<file path="src/rtl/fu_pipe.sv">
// fu_pipe: pipelined execution unit (ALU ops + load/store effective address) between RS issue and CDB.
// Latency: LAT cycles from accept to registered result (op accepted at edge N is visible after edge N+LAT-1).
// Backpressure: valid/ready per stage; bubbles collapse under stall, in_ready drops only when all stages full.
//
// Ports:
//   clk, rst_n (sync, active-low), flush (squash in-flight ops, blocks acceptance that cycle)
//   in_valid/in_ready + opcode, a, b, imm, pc_in, dest_tag_in : issue side
//   out_valid/out_ready + sum, pc_out, dest_tag_out, st_value, type_value : CDB side
//   ovf : signed overflow flag, present only when FU_OVF_FLAG_EN is defined
// Optional feature macro: FU_OVF_FLAG_EN
// LAT must lie in 1..4.
module fu_pipe #(
  parameter int DATA_W = 16,
  parameter int TAG_W  = 3,
  parameter int LAT    = 2
) (
  input  logic              clk,
  input  logic              rst_n,
  input  logic              flush,
  input  logic              in_valid,
  output logic              in_ready,
  input  logic [3:0]        opcode,
  input  logic [DATA_W-1:0] a,
  input  logic [DATA_W-1:0] b,
  input  logic [DATA_W-1:0] imm,
  input  logic [DATA_W-1:0] pc_in,
  input  logic [TAG_W-1:0]  dest_tag_in,
  output logic              out_valid,
  input  logic              out_ready,
  output logic [DATA_W-1:0] sum,
  output logic [DATA_W-1:0] pc_out,
  output logic [TAG_W-1:0]  dest_tag_out,
  output logic [DATA_W-1:0] st_value,
  output logic [1:0]        type_value
`ifdef FU_OVF_FLAG_EN
  ,
  output logic              ovf
`endif
);

  localparam logic [1:0] TYPE_ALU   = 2'b00;
  localparam logic [1:0] TYPE_STORE = 2'b01;
  localparam logic [1:0] TYPE_LOAD  = 2'b10;

  typedef struct packed {
    logic [DATA_W-1:0] sum;
    logic [DATA_W-1:0] pc;
    logic [DATA_W-1:0] st;
    logic [TAG_W-1:0]  tag;
    logic [1:0]        typ;
`ifdef FU_OVF_FLAG_EN
    logic              ovf;
`endif
  } stage_t;

  stage_t           comp;
  stage_t           dat [LAT];
  logic [LAT-1:0]   vld;
  logic [LAT-1:0]   rdy;
  logic             accept;

  // Stage 1 combinational compute.
  always_comb begin
    comp     = '0;
    comp.pc  = pc_in;
    comp.tag = dest_tag_in;
    comp.typ = TYPE_ALU;
    case (opcode)
      4'b0000: comp.sum = a + b;
      4'b0001: comp.sum = a - b;
      4'b0010: comp.sum = a & b;
      4'b0011: comp.sum = a | b;
      4'b0110: comp.sum = a ^ b;
      4'b0111: comp.sum = a + imm;
      4'b0100: begin
        comp.sum = b + imm;
        comp.typ = TYPE_LOAD;
      end
      4'b0101: begin
        comp.sum = b + imm;
        comp.st  = a;
        comp.typ = TYPE_STORE;
      end
      default: comp.sum = a + b;
    endcase
`ifdef FU_OVF_FLAG_EN
    // Add overflows when operands share a sign the result lacks; subtract
    // overflows when operand signs differ and the result sign flips from a.
    case (opcode)
      4'b0000: comp.ovf = (a[DATA_W-1] == b[DATA_W-1])   && (comp.sum[DATA_W-1] != a[DATA_W-1]);
      4'b0001: comp.ovf = (a[DATA_W-1] != b[DATA_W-1])   && (comp.sum[DATA_W-1] != a[DATA_W-1]);
      4'b0111: comp.ovf = (a[DATA_W-1] == imm[DATA_W-1]) && (comp.sum[DATA_W-1] != a[DATA_W-1]);
      default: comp.ovf = 1'b0;
    endcase
`endif
  end

  // Stage k can take new data when any stage from k to the end is empty or
  // the CDB is consuming; written in closed form to avoid a chained vector.
  always_comb begin
    for (int k = 0; k < LAT; k++) begin
      rdy[k] = out_ready;
      for (int j = k; j < LAT; j++) begin
        if (!vld[j]) rdy[k] = 1'b1;
      end
    end
  end

  // Flush forces in_ready low so the issue side never sees a dropped handshake.
  assign in_ready = rdy[0] && !flush;
  assign accept   = in_valid && in_ready;

  always_ff @(posedge clk) begin
    if (!rst_n) begin
      vld <= '0;
      for (int k = 0; k < LAT; k++) dat[k] <= '0;
    end else if (flush) begin
      vld <= '0;
    end else begin
      if (rdy[0]) begin
        vld[0] <= accept;
        if (accept) dat[0] <= comp;
      end
      for (int k = 1; k < LAT; k++) begin
        if (rdy[k]) begin
          vld[k] <= vld[k-1];
          // Data only moves with a valid op so idle outputs keep their last value.
          if (vld[k-1]) dat[k] <= dat[k-1];
        end
      end
    end
  end

  assign out_valid    = vld[LAT-1];
  assign sum          = dat[LAT-1].sum;
  assign pc_out       = dat[LAT-1].pc;
  assign dest_tag_out = dat[LAT-1].tag;
  assign st_value     = dat[LAT-1].st;
  assign type_value   = dat[LAT-1].typ;
`ifdef FU_OVF_FLAG_EN
  assign ovf          = dat[LAT-1].ovf;
`endif

endmodule

</file>
<file path="config.mk">
export PLATFORM = sky130hd
export DESIGN_NAME = fu_pipe
export DESIGN_NICKNAME = d
export VERILOG_FILES = /design/src/rtl/fu_pipe.sv
export SDC_FILE = /design/constraint.sdc
export NUM_CORES = 1
export LEC_CHECK = 0
export BUFFER_PORTS_ARGS = -buffer_cell sky130_fd_sc_hd__buf_2
export CAP_MARGIN = 20
export CORE_MARGIN = 2
export CORE_UTILIZATION = 51
export DETAILED_ROUTE_END_ITERATION = 8
export PLACE_DENSITY = 0.74
export RECOVER_POWER = 100
export SYNTH_ARGS = -nofsm -noshare
export SYNTH_HDL_FRONTEND = slang
export SYNTH_SLANG_ARGS = --single-unit
</file>
<file path="constraint.sdc">
create_clock -name clk -period 6.49 [get_ports clk]
set_clock_uncertainty 0.15 [all_clocks]
set_input_delay 0.3245 -clock clk [delete_from_list [all_inputs] [get_ports clk]]
set_output_delay 0.3245 -clock clk [all_outputs]
set_load 0.05 [all_outputs]
</file>
==> results.sh <==
export IMPL_core_um2=13900
export IMPL_synthTopCellsByArea="edfxtp_1, ha_1, and2_1"
export IMPL_outcome="finished with violations"
export IMPL_synth_simple_area_share_pct=17.5
export IMPL_cts_setup_buffers=0
export IMPL_start_util_pct=52.6
export IMPL_portBuffers=130
export IMPL_io_pins=131
export IMPL_synth_top_area_cell="edfxtp_1"
export IMPL_fin_hold_ws_ps=117
export IMPL_netlist_area_leader_share_pct=43.4
export IMPL_cts_buffers=9
export IMPL_ys_types=57
export IMPL_first_pass_iters=5
export IMPL_cts_max_level=3
export IMPL_post_cts_resized=0
export IMPL_n_fill_cell=1233
export IMPL_wirelength_um=16000
export IMPL_rsz0062_at_grt="no"
export IMPL_yosysSeqAreaShare_pct=44.0
export IMPL_max_stage_delay_ps=990
export IMPL_drive_gt1_share_pct=12.6
export IMPL_violations="capacitance limit, slew limit"
export IMPL_ant_nets=0
export IMPL_holdBufCountCts=0
export IMPL_mostFrequentLayoutCells="edfxtp_1, buf_2, ha_1"
export IMPL_grt_pass1_wl_um=25100
export IMPL_synthAdderAreaFrac_pct=11.8
export IMPL_hp_class="input port to flip-flop"
export IMPL_numClockSinks=108
export IMPL_grt_ovfl_total=0
export IMPL_ys_async_sr_fraction_pct=0
export IMPL_die_w_um=124
export IMPL_critical_path_class="input port to flip-flop"
export IMPL_fin_setup_tns_ps=0
export IMPL_crit_path_start_kind="input port"
export IMPL_grt_max_degree=74
export IMPL_syn_avg_cell_area_um2=10.1
export IMPL_yosysWarnings=0
export IMPL_synth_net_count=868
export IMPL_final_common_cell="edfxtp_1"
export IMPL_antenna_found_initial=0
export IMPL_dieArea_um2=15300
export IMPL_drv_slew=182
export IMPL_first_global_vias=5008
export IMPL_cp_arrival_ps=4540
export IMPL_final_period_utilization_pct=70.8
export IMPL_slew_headroom_pct=-84.8
export IMPL_leakage_nw=3.23
export IMPL_dp_hpwl_um=12200
export IMPL_tightest_slew_ps=2770
export IMPL_cts_root_buf="clkbuf_16"
export IMPL_worstPathCellList="clkbuf_1, nand2b_1, nor2_2, clkbuf_1, o21ai_0, ha_1, a211oi_1, o21a_1, o32ai_1, o21ai_0, a211oi_1, o21ai_1, mux2i_1, a2111oi_0"
export IMPL_synth_edf_count=106
export IMPL_peakVddDrop_uv=110
export IMPL_avgViaCountPerCell=5.45
export IMPL_cts_tree="done"
export IMPL_ys_flop_type="edfxtp_1"
export IMPL_die_h_um=124
export IMPL_fin_nets=943
export IMPL_synth_top_family_by_area="simple AND/OR/NAND/NOR gates"
export IMPL_clock_path_buffers=2
export IMPL_maxCapViolCount=3
export IMPL_dpl_worst_slack_ps=2590
export IMPL_clk_latency_ps=330
export IMPL_setup_ws_ps=1890
export IMPL_rows=43
export IMPL_syn2layout_area_growth_pct=8.36
export IMPL_groute_usage_overall_pct=21.1
export IMPL_crit_path_end_kind="flip-flop"
export IMPL_final_hold_viol_count=0
export IMPL_power_density_nw_per_um2=215
export IMPL_setup_viol=0
export IMPL_r2r_setup_slack_ps=2850
export IMPL_path_max_fanout=32
export IMPL_synthCells=724
export IMPL_synth_xor_area_share_pct=4.54
export IMPL_critPathSlowestCell="clkbuf_1"
export IMPL_route_detailed_drc=0
export IMPL_max_freq_mhz=218
export IMPL_required_ps=6430
export IMPL_muxShareOfSynthArea_pct=0.717
export IMPL_gp_congestion=0.899
export IMPL_vias=5355
export IMPL_synth_seq_cells=108
export IMPL_syn_cell_area_um2=7330
export IMPL_path_clk_slew_ps=60
export IMPL_wl_per_cell_um=16.3
export IMPL_first_iter_violations=465
export IMPL_finalCriticalPeriod_ps=4600
export IMPL_power_mw=1.71
export IMPL_diodes=0
export IMPL_synth_compound_area_share_pct=12.2
area by class of cell:
type,instances,area [µm²],share of cell area [%]
timing repair buffer,140,641,8.06
tap,180,225,2.84
sequential,108,3220,40.6
inverter,45,169,2.13
clock inverter,6,32.5,0.410
multi-input combinational,495,3430,43.2
clock buffer,9,225,2.84
cell usage after synthesis (all sizes together), types with 13 or more instances:
master,number
inv,45
and2,92
edfxtp,106
nand3,13
ha,66
o21ai,39
nand2,44
buf,58
nor2,45
clkbuf,18
xnor2,28
a21oi,50
metal layers:
metal	GRT usage, %	share of wire (%)
met1	30.1	47
met2	33.9	45
met3	2.70	6.8
met4	5.83	1.3
met5	0	0
where the power goes:
part	internal (mW)	total, mW	leakage (nW)	switching [mW]
registers	0.810	0.820	1.13	0.00953
clock network	0.254	0.472	0.122	0.219
logic	0.139	0.415	1.98	0.276
total	1.20	1.71	3.23	0.505
metrics by stage:
stage	std cells	util, %	instance area (µm²)
2_1_floorplan	724	-	7330
3_3_place_gp	968	55.9	7790
3_5_place_dp	968	55.9	7790
4_1_cts	983	57.8	8050
5_1_grt	983	57.0	7940
6_report	983	57.0	7940
logic make-up after synthesis:
| kind of cell | Yosys count |
|---|---|
| xor gates and xnor gates | 38 |
| DFF | 108 |
| buffers and inverters | 121 |
| adders and majority gates | 68 |
| AOI/OAI and AO/OA | 142 |
| muxes | 5 |
| and+or+nand+nor | 242 |
sequential cells by signal (all words and copies together) (netlist names):
register and count:
vld 2, dat 106
final timing paths:
kind / start / to / depth (start not counted)
worst min-delay path: pc_in[1] / dat[0][22] / 2
worst min register to register: dat[0][13] / dat[0][66] / 1
worst max-delay path: opcode[3] / dat[0][52] / 14
worst max register to register: vld[1] / dat[0][36] / 6
critical path, delay by kind of cell:
family,cells,cell delay (ps)
buf+inv,2,1120
simple gates,2,310
fa+ha+maj,1,410
compound gates,8,2230
mux,1,130
No activity file was read; power rests on OpenSTA's default activity.
